<file path="src/rtl/battleship_pkg.sv">
// Shared board geometry, placement FSM states and the ship footprint helper.
package battleship_pkg;

  localparam int BOARD_W = 5;
  localparam int CELLS   = 25;

  typedef enum logic [1:0] {IDLE, PLACE, CHECK, DONE} state_t;

  // Cells h, h-1, ... h-size+1; anything that would spill into the previous row is dropped.
  function automatic logic [CELLS-1:0] ship_mask(input logic [4:0] head, input logic [2:0] size);
    logic [CELLS-1:0] m;
    logic [2:0]       col;
    m   = '0;
    col = 3'(head % 5'd5);
    for (int i = 0; i < BOARD_W; i++) begin
      if ((i < int'(size)) && (i <= int'(col)))
        m[head - 5'(i)] = 1'b1;
    end
    return m;
  endfunction

endpackage

</file>
<file path="src/rtl/ship_mask_gen.sv">
// Candidate footprint and legality (in-row bounds, no overlap with committed ships).
module ship_mask_gen
  import battleship_pkg::*;
(
  input  logic [4:0]       head,
  input  logic [2:0]       size,
  input  logic [CELLS-1:0] occupancy,
  output logic [CELLS-1:0] mask,
  output logic             legal
);

  logic [2:0] col;

  assign col   = 3'(head % 5'd5);
  assign mask  = ship_mask(head, size);
  assign legal = (({1'b0, col} + 4'd1) >= {1'b0, size}) && ((mask & occupancy) == '0);

endmodule

</file>
<file path="src/rtl/ship_placement.sv">
// Ship placement controller for a 5x5 board; feeds heads/sizes to the hit register.
// Optional SHIP_PLACEMENT_AUTO_EN adds an `auto` input that places ships from an LFSR.
module ship_placement
  import battleship_pkg::*;
#(
  parameter int NUM_SHIPS = 5
) (
  input  logic             clk,
  input  logic             rst,
  input  logic             start,
  input  logic             mv_up,
  input  logic             mv_down,
  input  logic             mv_left,
  input  logic             mv_right,
  input  logic             confirm,
`ifdef SHIP_PLACEMENT_AUTO_EN
  input  logic             auto,
`endif
  output logic [4:0]       cursor,
  output logic [2:0]       ship_idx,
  output logic [CELLS-1:0] preview,
  output logic [CELLS-1:0] occupancy,
  output logic [4:0]       ship_head [0:4],
  output logic [2:0]       ship_size [0:4],
  output logic             reject,
  output logic             busy,
  output logic             done,
  output logic             setter
);

  state_t           state, nxt_state;
  logic [2:0]       row, col, nxt_row, nxt_col;
  logic [2:0]       nxt_idx;
  logic [CELLS-1:0] nxt_occ;
  logic [4:0]       nxt_heads [0:4];
  logic [4:0]       cand, nxt_cand;
  logic             nxt_reject, nxt_setter;

  logic [4:0]       gen_head;
  logic [2:0]       gen_size;
  logic [CELLS-1:0] gen_mask;
  logic             gen_legal;

  logic             do_confirm;
  logic [2:0]       cf_row, cf_col;
  logic [4:0]       cf_cell;

`ifdef SHIP_PLACEMENT_AUTO_EN
  logic [15:0] lfsr;

  always_ff @(posedge clk) begin
    if (rst) lfsr <= 16'hACE1;
    else     lfsr <= {lfsr[14:0], lfsr[15] ^ lfsr[13] ^ lfsr[12] ^ lfsr[10]};
  end

  // Auto mode relocates the cursor and self-confirms every PLACE cycle; rejects simply retry.
  assign do_confirm = confirm | auto;
  assign cf_row     = auto ? (lfsr[2:0] % 3'd5) : row;
  assign cf_col     = auto ? (lfsr[5:3] % 3'd5) : col;
`else
  assign do_confirm = confirm;
  assign cf_row     = row;
  assign cf_col     = col;
`endif

  assign cursor  = ({2'b0, row} * 5'd5) + {2'b0, col};
  assign cf_cell = ({2'b0, cf_row} * 5'd5) + {2'b0, cf_col};

  // One checker serves both the live preview and the CHECK decision on the latched candidate.
  assign gen_head = (state == CHECK) ? cand : cursor;
  assign gen_size = ship_idx + 3'd1;

  ship_mask_gen u_mask (
    .head      (gen_head),
    .size      (gen_size),
    .occupancy (occupancy),
    .mask      (gen_mask),
    .legal     (gen_legal)
  );

  assign preview = (state == PLACE) ? gen_mask : '0;
  assign busy    = (state == PLACE) || (state == CHECK);
  assign done    = (state == DONE);

  for (genvar k = 0; k < 5; k++) begin : g_size
    assign ship_size[k] = (k < NUM_SHIPS) ? 3'(k + 1) : 3'd0;
  end

  always_comb begin
    nxt_state  = state;
    nxt_row    = row;
    nxt_col    = col;
    nxt_idx    = ship_idx;
    nxt_occ    = occupancy;
    nxt_heads  = ship_head;
    nxt_cand   = cand;
    nxt_reject = 1'b0;
    nxt_setter = 1'b0;
    if (start) begin
      nxt_state = PLACE;
      nxt_row   = 3'd0;
      nxt_col   = 3'd4;
      nxt_idx   = 3'd0;
      nxt_occ   = '0;
      for (int k = 0; k < 5; k++) nxt_heads[k] = '0;
    end else begin
      case (state)
        PLACE: begin
          if (do_confirm) begin
            nxt_row   = cf_row;
            nxt_col   = cf_col;
            nxt_cand  = cf_cell;
            nxt_state = CHECK;
          end else if (mv_up) begin
            nxt_row = (row == 3'd0) ? 3'd4 : row - 3'd1;
          end else if (mv_down) begin
            nxt_row = (row == 3'd4) ? 3'd0 : row + 3'd1;
          end else if (mv_left) begin
            nxt_col = (col == 3'd0) ? 3'd4 : col - 3'd1;
          end else if (mv_right) begin
            nxt_col = (col == 3'd4) ? 3'd0 : col + 3'd1;
          end
        end
        CHECK: begin
          if (gen_legal) begin
            nxt_heads[ship_idx] = cand;
            nxt_occ             = occupancy | gen_mask;
            nxt_idx             = ship_idx + 3'd1;
            if (ship_idx == 3'(NUM_SHIPS - 1)) begin
              nxt_state  = DONE;
              nxt_setter = 1'b1;
            end else begin
              nxt_state = PLACE;
            end
          end else begin
            nxt_reject = 1'b1;
            nxt_state  = PLACE;
          end
        end
        default: ;
      endcase
    end
  end

  always_ff @(posedge clk) begin
    if (rst) begin
      state     <= IDLE;
      row       <= 3'd0;
      col       <= 3'd0;
      ship_idx  <= 3'd0;
      occupancy <= '0;
      for (int k = 0; k < 5; k++) ship_head[k] <= '0;
      reject    <= 1'b0;
      setter    <= 1'b0;
    end else begin
      state     <= nxt_state;
      row       <= nxt_row;
      col       <= nxt_col;
      ship_idx  <= nxt_idx;
      occupancy <= nxt_occ;
      ship_head <= nxt_heads;
      reject    <= nxt_reject;
      setter    <= nxt_setter;
    end
  end

  always_ff @(posedge clk) begin
    cand <= nxt_cand;
  end

endmodule
</file>
<file path="config.mk">
export PLATFORM = sky130hd
export DESIGN_NAME = ship_placement
export DESIGN_NICKNAME = d
export VERILOG_FILES = /design/src/rtl/battleship_pkg.sv /design/src/rtl/ship_mask_gen.sv /design/src/rtl/ship_placement.sv
export SDC_FILE = /design/constraint.sdc
export NUM_CORES = 1
export LEC_CHECK = 0
export CORE_ASPECT_RATIO = 1.4
export CORE_MARGIN = 3
export CORE_UTILIZATION = 45
export DETAILED_ROUTE_END_ITERATION = 16
export PLACE_DENSITY = 0.71
export SYNTH_ARGS = -nofsm -noshare
export SYNTH_HDL_FRONTEND = slang
export SYNTH_SLANG_ARGS = --single-unit
</file>
<file path="constraint.sdc">
create_clock -name clk -period 8.93 [get_ports clk]
set_input_delay 1.3395 -clock clk [delete_from_list [all_inputs] [get_ports clk]]
set_output_delay 1.3395 -clock clk [all_outputs]
set_load 0.05 [all_outputs]
</file>
==> reports/metrics.cfg <==
[finish]
layout_commonest_cell = clkdlybuf4s50_1
nets = 879
final_area_um2 = 6990
final_cell_mix = 93 x clkdlybuf4s50_1, 90 x nor2_1, 65 x nand2_1
drive_above_1_share_pct = 6.53
n_antenna_cell = 0
areaGrowthSynthToFinish_pct = 23.1

[routing]
ant_nets = 0
num_vias = 6196
drtPass1Iterations = 6
via_per_inst = 6.26
drcViolationCount = 0
routed_wl_um = 21600
drt_iter0_drc = 517
wl_per_cell_um = 21.8

[sta]
skew_ps = 10.1
timing.final.crit_share_pct = 94.7
relSlewSlack_pct = 21.7
max_freq_mhz = 118
hold_violations = 0
rsz0062_at_grt = false
drv_slew = 0
tns_ps = 0
fin_crit_ps = 8460
tightest_slew_ps = 1170
setup_violations = 0

[global_routing]
gr-total-overflow = 0
antenna_found_initial = 0
grt_pass1_wl_um = 34300
track_usage_pct = 30.9
grt_pass1_vias = 6174
grt_max_degree = 35

[setup_path]
cp.required_ps = 7590
crit_path_start_kind = flop
critPathKind = reg2out
arrival_ps = 7120
r2r_cells = 25
crit_top_cell = ha_1
slowest_delay_ps = 710
critPathCaptureType = output port
crit_slowest_cell = clkdlybuf4s50_1
critical_path.max_fanout = 12
path_cells = ha_1, ha_1, fa_1, xnor2_1, inv_1, o21ai_1, buf_4, ha_1, a211oi_1, a31oi_1, or4_1, o211a_1, inv_1, ha_1, nor2_1, o211ai_1, or3b_1, o21ai_0, o21ai_0, or2_2, and2_1, clkdlybuf4s50_1

[placement]
hpwl_um = 16500
portBuffers = 94
gp_congestion = 1.01
placed_cell_area_um2 = 6680

[floorplan]
die_h_um = 139
die_area_um2 = 14000
fp-row-count = 47
coreArea_um2 = 12100
die_w_um = 101
start_util_pct = 47.1
ios = 110

[pwr]
p_int_w = 0.000606
pwr-share-clk_pct = 40.0
peakVddDrop_v = 0.000119
switching_share_pct = 37.5
power.density_nw_per_um2 = 139
power.switching_w = 0.000364
pwr-share-comb_pct = 27.6
seq_power_share_pct = 32.4
leakagePower_nw = 2.76

[clock_tree]
hold_buffers = 0
cts_resized = 0
path_clk_slew_ps = 60
post-cts-setup-buffers = 0
cts_sinks = 68
root_buffer = clkbuf_16
clock_latency_ps = 340
cts_tree = yes
htreeDepth = 3
clockBufferDepth = 2
cts_made_buffers = 9

[outcome]
status = finished clean

[hold_path]
hold_depth = 2
hold_path_class = reg2reg

[run]
max_cap_violations = 0

[synthesis]
syn_area_um2 = 5680
yosysWarnings = 0
ys_ff_latch = 68
synth-edff-count = 5
ys_types = 75
ys_async_sr_fraction_pct = 0
ys.flop_type = dfxtp_1
avgSynthCellArea_um2 = 7.49
yosysSeqAreaShare_pct = 24.9
synthCells = 758

==> path summary, 6_finish.rpt <==
kind                       from             to  slack [ps]
setup / recovery      cf_row[2]    preview[22]         470
hold / removal    ship_head[19]  ship_head[19]         460
setup reg to reg      cf_row[2]  occupancy[13]         750
hold reg to reg   ship_head[19]  ship_head[19]         460
==> worst max-delay path: cells and delay by family (launching register included) <==
kind            cells  cell delay, ps
simple gates        5            1510
compound gates      7            1630
xor+xnor            1             260
buf+inv             4            1250
flops               1             460
fa+ha+maj           5            1670
==> flip-flops by register name, summed over array words and instances (netlist names) <==
signal,count
state,2
setter,1
cf_row,3
ship_head,25
occupancy,25
cand,5
reject,1
ship_idx,3
cf_col,3
==> cells by family after synthesis <==
| family | count (synthesis) | synth area share, % |
|---|---|---|
| AO/OA/AOI/OAI | 205 | 24.0 |
| XOR/XNOR | 17 | 2.62 |
| adder cells (fa/ha/maj) | 34 | 7.63 |
| buffers and inverters | 91 | 7.34 |
| flip-flops | 68 | 24.9 |
| multiplexers | 31 | 5.49 |
| other | 2 | 0.132 |
| AND/OR/NAND/NOR | 310 | 27.9 |
==> layer usage <==
metal	up-vias	global-route usage (%)	part of all wire (%)
met5	-	0	0
met4	0	17.4	5.8
met3	74	5.28	6.5
met2	309	52.9	50
met1	2931	35.7	37
li1	2882	-	-
==> per-stage QoR <==
step	power, W	instances	setup WS, ps	util [%]	hold WS [ps]
after floorplan	0.000514	771	1410	-	478
after global placement	0.000578	973	1140	55.4	447
after detailed placement	0.000581	973	911	55.4	451
after CTS	0.000970	989	511	57.9	468
after global routing	0.00101	989	29.0	58.0	485
final	0.000970	989	474	58.0	464
==> final cells by class <==
type | instances | area (um2)
clock inverters | 7 | 82.6
flip-flops and latches | 68 | 1410
multi-input cells | 612 | 3900
repair buffers | 107 | 1040
inverters | 39 | 146
well taps | 147 | 184
fillers | 1154 | 5070
clock buffers | 9 | 225
==> power groups by stage <==
stage	combinational [W]	sequential [W]	clock (W)
global placement	0.000257	0.000320	0
finish	0.000268	0.000314	0.000388
global route	0.000290	0.000314	0.000408
floorplan	0.000194	0.000321	0
CTS	0.000261	0.000314	0.000394
detailed placement	0.000260	0.000321	0
==> synthesized netlist by cell type (all sizes together), types with 15 or more instances <==
cell type / n / area, um2
nor2: 91 / 342
dfxtp: 63 / 1260
inv: 39 / 146
nand4: 15 / 100
nand3: 26 / 140
clkbuf: 25 / 93.8
o21ai: 48 / 240
nand2: 66 / 250
ha: 33 / 413
a21oi: 53 / 265
buf: 27 / 176
and2: 29 / 181
nor3: 21 / 110
mux2i: 30 / 300
No activity file was read; power rests on OpenSTA's default activity.
==> RTL edit 1: new RTL, config.mk and constraints unchanged <==
The package constant `CELLS` goes from 25 to 50.
--- a/src/rtl/battleship_pkg.sv
+++ b/src/rtl/battleship_pkg.sv
@@ -2,7 +2,7 @@
 package battleship_pkg;
 
   localparam int BOARD_W = 5;
-  localparam int CELLS   = 25;
+  localparam int CELLS   = 50;
 
   typedef enum logic [1:0] {IDLE, PLACE, CHECK, DONE} state_t;
 
Ports: changed (resized occupancy and preview); port bits go from 110 to 160. No check against the original RTL was run, so the function may have changed too.
==> RTL edit 1 against the original RTL <==
  * First-iteration DRC count is 50% higher
  * Cell area is 22% higher
  * Sequential power is 9.6% higher
  * Largest power group unchanged
  * Wire length is 44% higher
  * Sequential cell count is 7 higher
  * Critical endpoint is now preview[28]
  * Total power is 21% higher
  * Register-to-register slack worse by 0.26 ns
  * Sequential share of layout area is 1.9 points lower
  * Synthesized area is 23% higher
  * Worst hold slack worse by 0.0061 ns
  * Largest cell class unchanged
  * Setup slack worse by 0.13 ns
  * Clock power is 7.0% higher
==> RTL edit 1: results (changes against the original RTL) <==
Run status
The run finished with clean final reports.

Clock tree
The clock latency on the worst-skew pair came to 0.36 ns (+0.02 ns).

Yosys
Sorting the synthesized cells by area gives the leading types as dfxtp_1 (20%), ha_1 (5.9%), buf_4 (5.8%). By count the netlist is led by nand2_1 (101), nor2_1 (101), dfxtp_1 (70). The count of different cell masters after synthesis is 93 (+24%).

Placed design
The post-DP HPWL is 23600 um (+43%). The total of buffers placed on input and output ports was 108 (+15%). The cell count after placement is 1196 (+23%). The routability congestion estimate from global placement is 1.10 (+9.1%). The post-placement worst setup slack is 0.334 ns (-0.578 ns). The placement-stage cell area came to 8080 um^2 (+21%).

Critical path
The worst setup slack for register-to-register paths is 0.49 ns (-0.26 ns). The arrival time reported for the critical path endpoint is 7.25 ns (+0.13 ns). In this design, the largest share of critical-path delay is due to compound AO/OA/AOI/OAI gates. The worst stage delay on the critical path came to 0.84 ns (+0.13 ns). The capturing point of the worst reg2reg path is ship_head[9].

Drt
The starting DRC count in detailed routing came to 773 (+50%). The average wire length per cell after detail routing came to 25.5 um (+17%). The count of vias placed by the detailed router is 7732 (+25%).

Global route
The number of global-route vias before repair is 7491 (+21%). The pin count of the biggest net entering global routing came to 47 (+34%). The aggregate global-route resource usage was 35.2% (+4.2 points).

Worst hold path
The start point of the worst min-delay path is ship_head[11]. The worst min-delay path endpoint is ship_head[11].

Final layout
The count of nets after finishing came to 1063 (+21%). The proportion of layout cells with a drive suffix above 1 is 9.06% (+2.5 points). The post-route non-filler standard cell count is 1218 (+23%).

Pwr
The leakage power was 3.19 nW (+16%). The maximum vdd drop is 0.130 mV (+9.5%).

STA
The worst setup skew after layout is 0.0114 ns (+0.00136 ns). The worst hold slack across all endpoints is 0.458 ns (-0.00612 ns).
-- RTL edit 1: cell count changes in the layout (fill, tap and decap cells not counted), moves of 12 or more --
cell     delta
o21ai_0    -22
a31oi_1    +19
o31ai_1    +20
buf_4      +21
conb_1     +36
a21oi_1    -19
nand2_1    +35
nor4_1     +12
-- RTL edit 1: kinds of logic (layout without fill, tap and decap cells) --
kind of cell	Yosys count	after routing	share of synthesized area (%)
AND/OR/NAND/NOR	380	380	26.5
multiplexers	29	29	4.38
AO/OA/AOI/OAI	248	248	27.2
buffers and inverters	129	185	10.2
XOR/XNOR	24	24	3.12
other	2	51	0.108
flip-flops	75	75	22.2
adder cells (fa/ha/maj)	34	34	6.20
-- RTL edit 1: how the worst max path moves through the flow --
| stage | slack, ns | start | to |
|---|---|---|---|
| 6_report | 0.34 | cf_row[2] | preview[28] |
| 5_1_grt | 0.01 | cf_row[2] | ship_head[16] |
| 4_1_cts | 0.20 | cf_row[2] | preview[20] |
| 3_5_place_dp | 0.33 | cf_row[2] | ship_head[22] |
| 3_3_place_gp | 0.52 | cf_row[2] | ship_head[24] |
| 2_1_floorplan | 0.71 | cf_row[2] | ship_head[15] |
-- RTL edit 1: cell type report --
type	count	area, um^2
fill	1493	6620
multi-input combinational	766	4930
sequential	75	1550
timing repair buffer	140	1330
clock buffer	11	264
tap	192	240
inverter	29	109
clock inverter	5	66.3
-- RTL edit 1: routing by layer --
metal,global-route usage (%),routed length (um)
met1,39.5,11200
met2,58.8,14600
met3,6.30,2280
met4,26.3,2930
met5,0,0
-- RTL edit 1: report_power, final --
part	switching (mW)	internal, mW
logic	0.308	0.103
registers	0.00383	0.340
clock network	0.170	0.245
total	0.482	0.689
-- RTL edit 1: repair_timing --
action	CTS	global route
setup buffers	0	6
setup endpoints to repair	0	71
resized for setup	0	16
hold buffers	0	0
==> RTL edit 2: new RTL, same flow settings <==
Without the edit above. Register the inputs `start`, `mv_up`, `mv_down`, `mv_left` and `mv_right` before use, cleared by the reset. The logic sees them one clock later. The other inputs are not delayed to match.
--- a/src/rtl/ship_placement.sv
+++ b/src/rtl/ship_placement.sv
@@ -27,6 +27,28 @@
   output logic             done,
   output logic             setter
 );
+
+  logic start_q;
+  logic mv_up_q;
+  logic mv_down_q;
+  logic mv_left_q;
+  logic mv_right_q;
+
+  always_ff @(posedge clk) begin
+    if (rst) begin
+      start_q    <= '0;
+      mv_up_q    <= '0;
+      mv_down_q  <= '0;
+      mv_left_q  <= '0;
+      mv_right_q <= '0;
+    end else begin
+      start_q    <= start;
+      mv_up_q    <= mv_up;
+      mv_down_q  <= mv_down;
+      mv_left_q  <= mv_left;
+      mv_right_q <= mv_right;
+    end
+  end
 
   state_t           state, nxt_state;
   logic [2:0]       row, col, nxt_row, nxt_col;
@@ -96,7 +118,7 @@
     nxt_cand   = cand;
     nxt_reject = 1'b0;
     nxt_setter = 1'b0;
-    if (start) begin
+    if (start_q) begin
       nxt_state = PLACE;
       nxt_row   = 3'd0;
       nxt_col   = 3'd4;
@@ -111,13 +133,13 @@
             nxt_col   = cf_col;
             nxt_cand  = cf_cell;
             nxt_state = CHECK;
-          end else if (mv_up) begin
+          end else if (mv_up_q) begin
             nxt_row = (row == 3'd0) ? 3'd4 : row - 3'd1;
-          end else if (mv_down) begin
+          end else if (mv_down_q) begin
             nxt_row = (row == 3'd4) ? 3'd0 : row + 3'd1;
-          end else if (mv_left) begin
+          end else if (mv_left_q) begin
             nxt_col = (col == 3'd0) ? 3'd4 : col - 3'd1;
-          end else if (mv_right) begin
+          end else if (mv_right_q) begin
             nxt_col = (col == 3'd4) ? 3'd0 : col + 3'd1;
           end
         end
Function: changed (Yosys sat finds a counterexample within 4 cycles, from zero or initial values and one cycle with rst high).
==> RTL edit 2 against the original RTL <==
  * Total power grew 22%
  * Sequential power grew 9.6%
  * Synthesized area grew 7.1%
  * Setup slack gained 0.011 ns
  * Sequential cell count grew 5
  * Cell area grew 8.9%
  * Wire length grew 7.1%
  * Critical path depth shrank 1
  * Critical path type unchanged
  * Largest cell class unchanged
  * Highest routed layer unchanged
==> RTL edit 2: results (changes against the original RTL) <==
Drt
The overall routed net length is 23100 um (+7.1%). The count of vias placed by the detailed router was 6629 (+7.0%). The starting DRC count in detailed routing is 808 (+56%). The first-pass detailed-route iteration total is 7 (+1).

Placed design
The routability congestion estimate from global placement is 1.06 (+5.4%). The post-DP HPWL is 17500 um (+5.7%).

Global route
The aggregate global-route resource usage is 30.1% (-0.82 points). The pin count of the biggest net entering global routing is 68 (+94%). The number of global-route vias before repair came to 6458 (+4.6%). The global-route wire length before repair is 35800 um (+4.5%).

Run status
The flow ran to the end, and the final reports show no timing, DRC or antenna violations.

Yosys
The number of synthesized flops with an enable pin came to 5 (unchanged). In the synthesized netlist, the cells that appear most often are nand2_1 (136), nor2_1 (69), dfxtp_1 (68). Yosys attributes the largest share of cell area to dfxtp_1 (22%), nand2_1 (8.4%), ha_1 (6.8%). The warning count from the yosys run is 0 (unchanged).

Final layout
The number of non-clock buffers in the layout is 115 (+7.5%). The multi-input logic cell count is 657 (+7.4%). The proportion of layout cells with a drive suffix above 1 came to 8.61% (+2.1 points). The multi-input gate share of the layout cell area was 56.2% (+0.33 points).

The clock tree cell share of total cell area came to 4.36% (-0.049 points). The number of filler instances in the final layout is 1234 (+6.9%). The portion of the layout cell area used by non-clock buffers was 15.1% (+0.23 points). The number of clock buffers in the layout is 11 (+2).

Critical path
The largest driver fanout on the critical path is 11 (-1). The cell type group with the largest total delay on the critical path is compound AO/OA/AOI/OAI gates. The critical-path cell with the highest stage delay is a2111oi_0.

The arrival time reported for the critical path endpoint is 7.11 ns (about the same). The worst stage delay on the critical path came to 0.52 ns (-0.19 ns).

STA
The worst setup skew after layout was 0.0122 ns (+0.00208 ns). The actual slew at the worst max-slew pin is 1.08 ns (-0.0883 ns).

Pwr
The maximum vdd drop is 0.108 mV (-9.2%). The switching power is 0.470 mW (+29%). The leakage power came to 3.16 nW (+15%).

Clock tree
The CTS sink count is 73 (+7.4%).
==> RTL edit 2: timing repair <==
item / 4_1_cts / 5_1_grt
setup endpoints to repair: 9 / 27
gates resized for setup: 2 / 31
gates cloned: 0 / 0
hold buffers: 0 / 0
pin swaps: 0 / 0
==> RTL edit 2: power groups by stage <==
stage	sequential [mW]	clock [mW]	combinational (mW)
finish	0.344	0.404	0.439
global route	0.345	0.420	0.467
detailed placement	0.351	0	0.414
global placement	0.351	0	0.421
floorplan	0.356	0	0.299
CTS	0.344	0.408	0.421
==> RTL edit 2: layer usage <==
layer	track usage (%)	vias to the layer above	share of wire, %
met5	0	-	0
li1	-	3075	-
met2	49.9	385	46
met4	13.9	0	4.6
met3	6.16	102	8.6
met1	37.9	3067	41
==> RTL edit 2: worst min-delay path, cell delays in order, from the launching register on <==
cell and delay (ns):
dfxtp_1 0.31, nand2_1 0.05, mux2i_1 0.05
==> RTL edit 2: cells by family after synthesis <==
family                     after synthesis  share of synthesized area (%)
and+or+nand+nor                        346                           27.9
buffers and inverters                   84                           6.69
xor gates and xnor gates                16                           2.31
AOI/OAI and AO/OA                      211                           24.9
DFF                                     73                           24.9
muxes                                   35                           6.09
other                                    2                          0.124
adders and majority gates               34                           7.12
==> RTL edit 2: path summary, 6_finish.rpt <==
kind	endpoint	slack (ns)	depth (start not counted)
max	preview[19]	0.48	21
min reg2reg	ship_head[20]	0.46	2
max reg2reg	ship_head[21]	0.55	26
min	ship_head[20]	0.46	2
==> RTL edit 2: metrics by stage <==
step                std cells  setup WS [ns]  utilization, %  area (um^2)
floorplan                 814          0.765               -         6130
global placement         1056          0.467            54.9         7160
detailed placement       1056          0.340            54.9         7160
CTS                      1072         0.0419            57.5         7510
global route             1072        -0.0167            58.3         7610
finish                   1072          0.485            58.3         7610
